<file path="src/rtl/vec4_op_sequencer.sv">
// Four-register, 16-bit op sequencer: loads operands, runs a short stored program of
// register ops one per cycle, then publishes r3..r0 with a one-cycle done pulse.
module vec4_op_sequencer #(
    parameter int unsigned DEPTH = 16,
    parameter int unsigned AW    = $clog2(DEPTH)
) (
    input  logic          clk,
    input  logic          rst,
    input  logic          prog_we,
    input  logic [AW-1:0] prog_addr,
    input  logic [7:0]    prog_data,
    input  logic [AW:0]   prog_len,
    input  logic          start,
    input  logic [15:0]   a1,
    input  logic [15:0]   a0,
    input  logic [15:0]   b1,
    input  logic [15:0]   b0,
    output logic          busy,
    output logic          done,
    output logic [15:0]   y3,
    output logic [15:0]   y2,
    output logic [15:0]   y1,
    output logic [15:0]   y0
);

    typedef enum logic [1:0] {StIdle, StExec, StDone} state_e;

    localparam logic [AW:0] DepthLen = (AW + 1)'(DEPTH);

    state_e      state_q;
    logic [7:0]  mem_q [DEPTH];
    logic [15:0] r_q   [4];
    logic [15:0] y_q   [4];
    logic [AW:0] pc_q;
    logic [AW:0] len_q;
    logic        busy_q;
    logic        done_q;

    logic [AW-1:0] pc_idx;
    logic [2:0]    op;
    logic [1:0]    dst;
    logic [1:0]    src;
    logic [15:0]   rd_val;
    logic [15:0]   rs_val;
    logic [15:0]   prod;
    logic [15:0]   alu_res;
    logic [AW:0]   len_clamped;

    // Bit 4 of the instruction word is reserved and never decoded.
    assign pc_idx      = pc_q[AW-1:0];
    assign op          = mem_q[pc_idx][7:5];
    assign dst         = mem_q[pc_idx][3:2];
    assign src         = mem_q[pc_idx][1:0];
    assign rd_val      = r_q[dst];
    assign rs_val      = r_q[src];
    assign prod        = rd_val * rs_val;
    assign len_clamped = (prog_len > DepthLen) ? DepthLen : prog_len;

    always_comb begin
        alu_res = rd_val;
        unique case (op)
            3'd0: alu_res = rd_val;
            3'd1: alu_res = rs_val;
            3'd2: alu_res = {15'd0, (rs_val == 16'd0)};
            3'd3: alu_res = rd_val & rs_val;
            3'd4: alu_res = rd_val | rs_val;
            3'd5: alu_res = rd_val ^ rs_val;
            3'd6: alu_res = rd_val + rs_val;
            3'd7: alu_res = prod;
            default: alu_res = rd_val;
        endcase
    end

    always_ff @(posedge clk) begin
        if (rst) begin
            state_q <= StIdle;
            busy_q  <= 1'b0;
            done_q  <= 1'b0;
            pc_q    <= '0;
            len_q   <= '0;
            for (int unsigned i = 0; i < 4; i++) begin
                r_q[i] <= '0;
                y_q[i] <= '0;
            end
            for (int unsigned i = 0; i < DEPTH; i++) begin
                mem_q[i] <= 8'h00;
            end
        end else begin
            done_q <= 1'b0;
            unique case (state_q)
                StIdle: begin
                    if (prog_we) begin
                        mem_q[prog_addr] <= prog_data;
                    end
                    if (start) begin
                        r_q[0]  <= a0;
                        r_q[1]  <= a1;
                        r_q[2]  <= b0;
                        r_q[3]  <= b1;
                        pc_q    <= '0;
                        len_q   <= len_clamped;
                        busy_q  <= 1'b1;
                        state_q <= (len_clamped == '0) ? StDone : StExec;
                    end
                end
                StExec: begin
                    r_q[dst] <= alu_res;
                    pc_q     <= pc_q + 1'b1;
                    if (pc_q == len_q - 1'b1) begin
                        state_q <= StDone;
                    end
                end
                StDone: begin
                    for (int unsigned i = 0; i < 4; i++) begin
                        y_q[i] <= r_q[i];
                    end
                    done_q  <= 1'b1;
                    busy_q  <= 1'b0;
                    state_q <= StIdle;
                end
                default: state_q <= StIdle;
            endcase
        end
    end

    assign busy = busy_q;
    assign done = done_q;
    assign y3   = y_q[3];
    assign y2   = y_q[2];
    assign y1   = y_q[1];
    assign y0   = y_q[0];

endmodule

</file>
<file path="config.mk">
export PLATFORM = sky130hd
export DESIGN_NAME = vec4_op_sequencer
export DESIGN_NICKNAME = d
export VERILOG_FILES = /design/src/rtl/vec4_op_sequencer.sv
export SDC_FILE = /design/constraint.sdc
export NUM_CORES = 1
export LEC_CHECK = 0
export BUFFER_PORTS_ARGS = -buffer_cell sky130_fd_sc_hd__clkbuf_2
export CORE_ASPECT_RATIO = 1.1
export CORE_MARGIN = 5
export CORE_UTILIZATION = 30
export DETAILED_ROUTE_END_ITERATION = 10
export PLACE_DENSITY = 0.44
export REMOVE_ABC_BUFFERS = 1
export SLEW_MARGIN = 30
export SYNTH_ARGS = -nofsm -noshare
export SYNTH_HDL_FRONTEND = slang
export SYNTH_SLANG_ARGS = --single-unit
export TNS_END_PERCENT = 50
</file>
<file path="constraint.sdc">
create_clock -name clk -period 11.6 [get_ports clk]
set_input_delay 1.16 -clock clk [delete_from_list [all_inputs] [get_ports clk]]
set_output_delay 1.16 -clock clk [all_outputs]
set_load 0.01 [all_outputs]
</file>
==> results_dict.tcl <==
set metrics [dict create \
    outcome "completed" \
    initialDrtViolationCount 910 \
    period_minus_slack_ns 9.68 \
    cts_sinks 258 \
    vias 12800 \
    cts_tree "yes" \
    htree_levels 1 \
    end_kind "flop" \
    gp_congestion 0.895 \
    rsz0062_at_grt "false" \
    cp.arrival_ns 10.11 \
    hold_violations 0 \
    power_density_mw_per_mm2 209 \
    cts-root-buf "clkbuf_16" \
    setup_viol 0 \
    clk_latency_ns 0.57 \
    yosys_warnings 0 \
    power_mw 4.24 \
    io_pins 151 \
    leakage_nw 8.52 \
    postRouteAntennaNets 0 \
    dr.pass1.iters 5 \
    vdd_ir_drop_max_v 0.000127 \
    final_common_cell "edfxtp_1" \
    fin_ws_ns 1.92 \
    numPortBuffers 149 \
    track_usage 0.175 \
    worst_pin_slew_ns 0.986 \
    ys_ff_latch 258 \
    routed_wirelength_um 56500 \
    worst_clock_skew_ns 0.0216 \
    areaGrowthSynthToFinish_pct 14.8 \
    hp-start "busy$_SDFFE_PP0P_" \
    path_class "reg -> reg" \
    ys_types 68 \
    cts_setup_buffers 0 \
    synthCells 1655 \
    setup_tns_ns 0 \
    hpwl_um 43400 \
    yosysSeqAreaShare 0.429 \
    wl_per_cell_um 21.9 \
    dieHeight_um 264 \
    coreArea_mm2 0.0584 \
    grt_overflow_total 0 \
    dieArea_mm2 0.0638 \
    instances_no_fill 2582 \
    slew_headroom 0.340 \
    cts_made_buffers 31 \
    cp_max_fo 15 \
    synth-edff-count 240 \
    routed_via_density 4.97 \
    fin_util 0.347 \
    netlist_area_mm2 0.0177 \
    cts_repair_resize_count 0 \
    min_path_type "reg -> reg" \
    drv_cap 0 \
    start_util 0.302 \
    grt_pass1_vias 13200 \
    drc 0 \
    layout_common_cells "edfxtp_1, and2_1, nand2_1, inv_1, nor2_1" \
    finalCritPeriodShare 0.834 \
    clockBufferDepth 3 \
    fmax_ghz 0.103 \
    placed_cell_area_mm2 0.0193 \
    async_flop_share 0 \
    antenna_found_initial 3 \
    clk_pin_slew_ns 0.06 \
    grt_first_pass_wirelength_um 84900 \
    fin_nets 2050 \
    fin_area_mm2 0.0203 \
    row_count 93 \
    cp.required_ns 12.03 \
    place_ws_ns 1.91 \
    die_w_um 241 \
    ys.flop_type "edfxtp_1" \
    syn_avg_cell_area_um2 10.7 \
    cp-start-kind "flop" \
    grt_max_degree 66 \
    final_layout_size_suffix_gt1_frac 0.166 \
    hold_slack_ns 0.451 \
    maxSlewViolCount 0 \
    holdBufCountCts 0 \
    dpl.cell_count 2527 \
]
[state kept, by name, indices dropped and copies added (netlist names), named ones only]
signal and count:
busy 1, done 1, len_q 5, mem_q 112, pc_q 5, r_q 64, state_q 2, y_q 64
[where the power goes]
group	internal, mW	leakage (nW)	switching, mW
logic	0.814	5.38	1.37
registers	1.08	2.67	0.0371
clock network	0.552	0.472	0.386
total	2.45	8.52	1.79
[final timing paths]
path,end,slack (ns),depth (start not counted)
max,r_q[3][12]$_DFFE_PP_,1.92,27
min,busy$_SDFFE_PP0P_,0.45,2
max reg2reg,r_q[3][12]$_DFFE_PP_,1.92,27
min reg2reg,busy$_SDFFE_PP0P_,0.45,2
[cell type report]
cell class	count	area [um^2]
antenna	1	2.50
inverter	168	631
timing repair buffer	182	993
sequential	258	7570
clock buffer	37	798
clock inverter	17	165
fill	5939	38100
multi-input combinational	1159	9160
tap	760	951
[Yosys cell counts (5+ instances only)]
master	instances	area, um^2
a21o_1	7	52.6
a21oi_1	65	325
a221oi_1	6	52.6
a22o_1	40	350
a22oi_1	10	75.1
a31oi_1	8	50.1
a32oi_1	7	61.3
a32oi_2	5	81.3
and2_1	180	1130
buf_1	5	18.8
buf_2	12	60.1
buf_4	7	52.6
clkbuf_1	43	161
clkinv_1	6	22.5
dfxtp_1	18	360
edfxtp_1	240	7210
fa_1	80	1600
ha_1	85	1060
inv_1	157	589
inv_2	5	18.8
mux2_2	8	90.1
mux2i_1	55	551
mux4_1	7	184
mux4_2	21	473
nand2_1	178	668
nand2b_1	10	62.6
nand3_1	14	70.1
nor2_1	152	571
nor2b_1	7	43.8
nor3_1	15	75.1
nor3b_1	5	37.5
o211ai_1	5	37.5
o21ai_0	56	280
o21bai_1	5	37.5
o221ai_1	5	43.8
o22ai_1	5	31.3
or2_2	19	119
or3_1	5	31.3
xnor2_1	35	307
xor2_1	12	105
[layer usage]
layer  share of wire  vias to the layer above  GRT usage
li1                -                     6019          -
met1            0.43                     6316      0.234
met2            0.48                      403      0.298
met3           0.053                       94     0.0212
met4           0.036                        2     0.0503
met5         0.00023                        -          0
[critical path, stage by stage (launching register included)]
cell      delay, ns
dfxtp_2        0.64
buf_4          0.33
mux4_1         0.69
a22o_1         0.29
nor2_1         0.48
a21oi_1        0.14
a32oi_1        0.62
clkinv_1       0.56
nor2_1         0.28
fa_1           0.43
inv_1          0.09
fa_1           0.44
fa_1           0.51
fa_1           0.55
inv_1          0.05
fa_1           0.47
inv_1          0.05
fa_1           0.47
inv_1          0.04
ha_1           0.34
nand2_1        0.07
o21ai_0        0.24
nor2_1         0.09
xnor2_1        0.45
a221oi_1       0.14
o21ai_0        0.12
a21boi_0       0.71
a22o_1         0.24
[cell families (layout without fill, tap and decap cells)]
family,after synthesis,in the layout,share of synthesized area
AO/OA/AOI/OAI,248,248,0.0962
XOR/XNOR,51,51,0.0284
adder cells (fa/ha/maj),165,165,0.151
buffers and inverters,238,404,0.0544
flip-flops,258,258,0.429
multiplexers,94,94,0.0764
other,0,1,0
AND/OR/NAND/NOR,601,601,0.165
(Power assumes the default switching activity.)
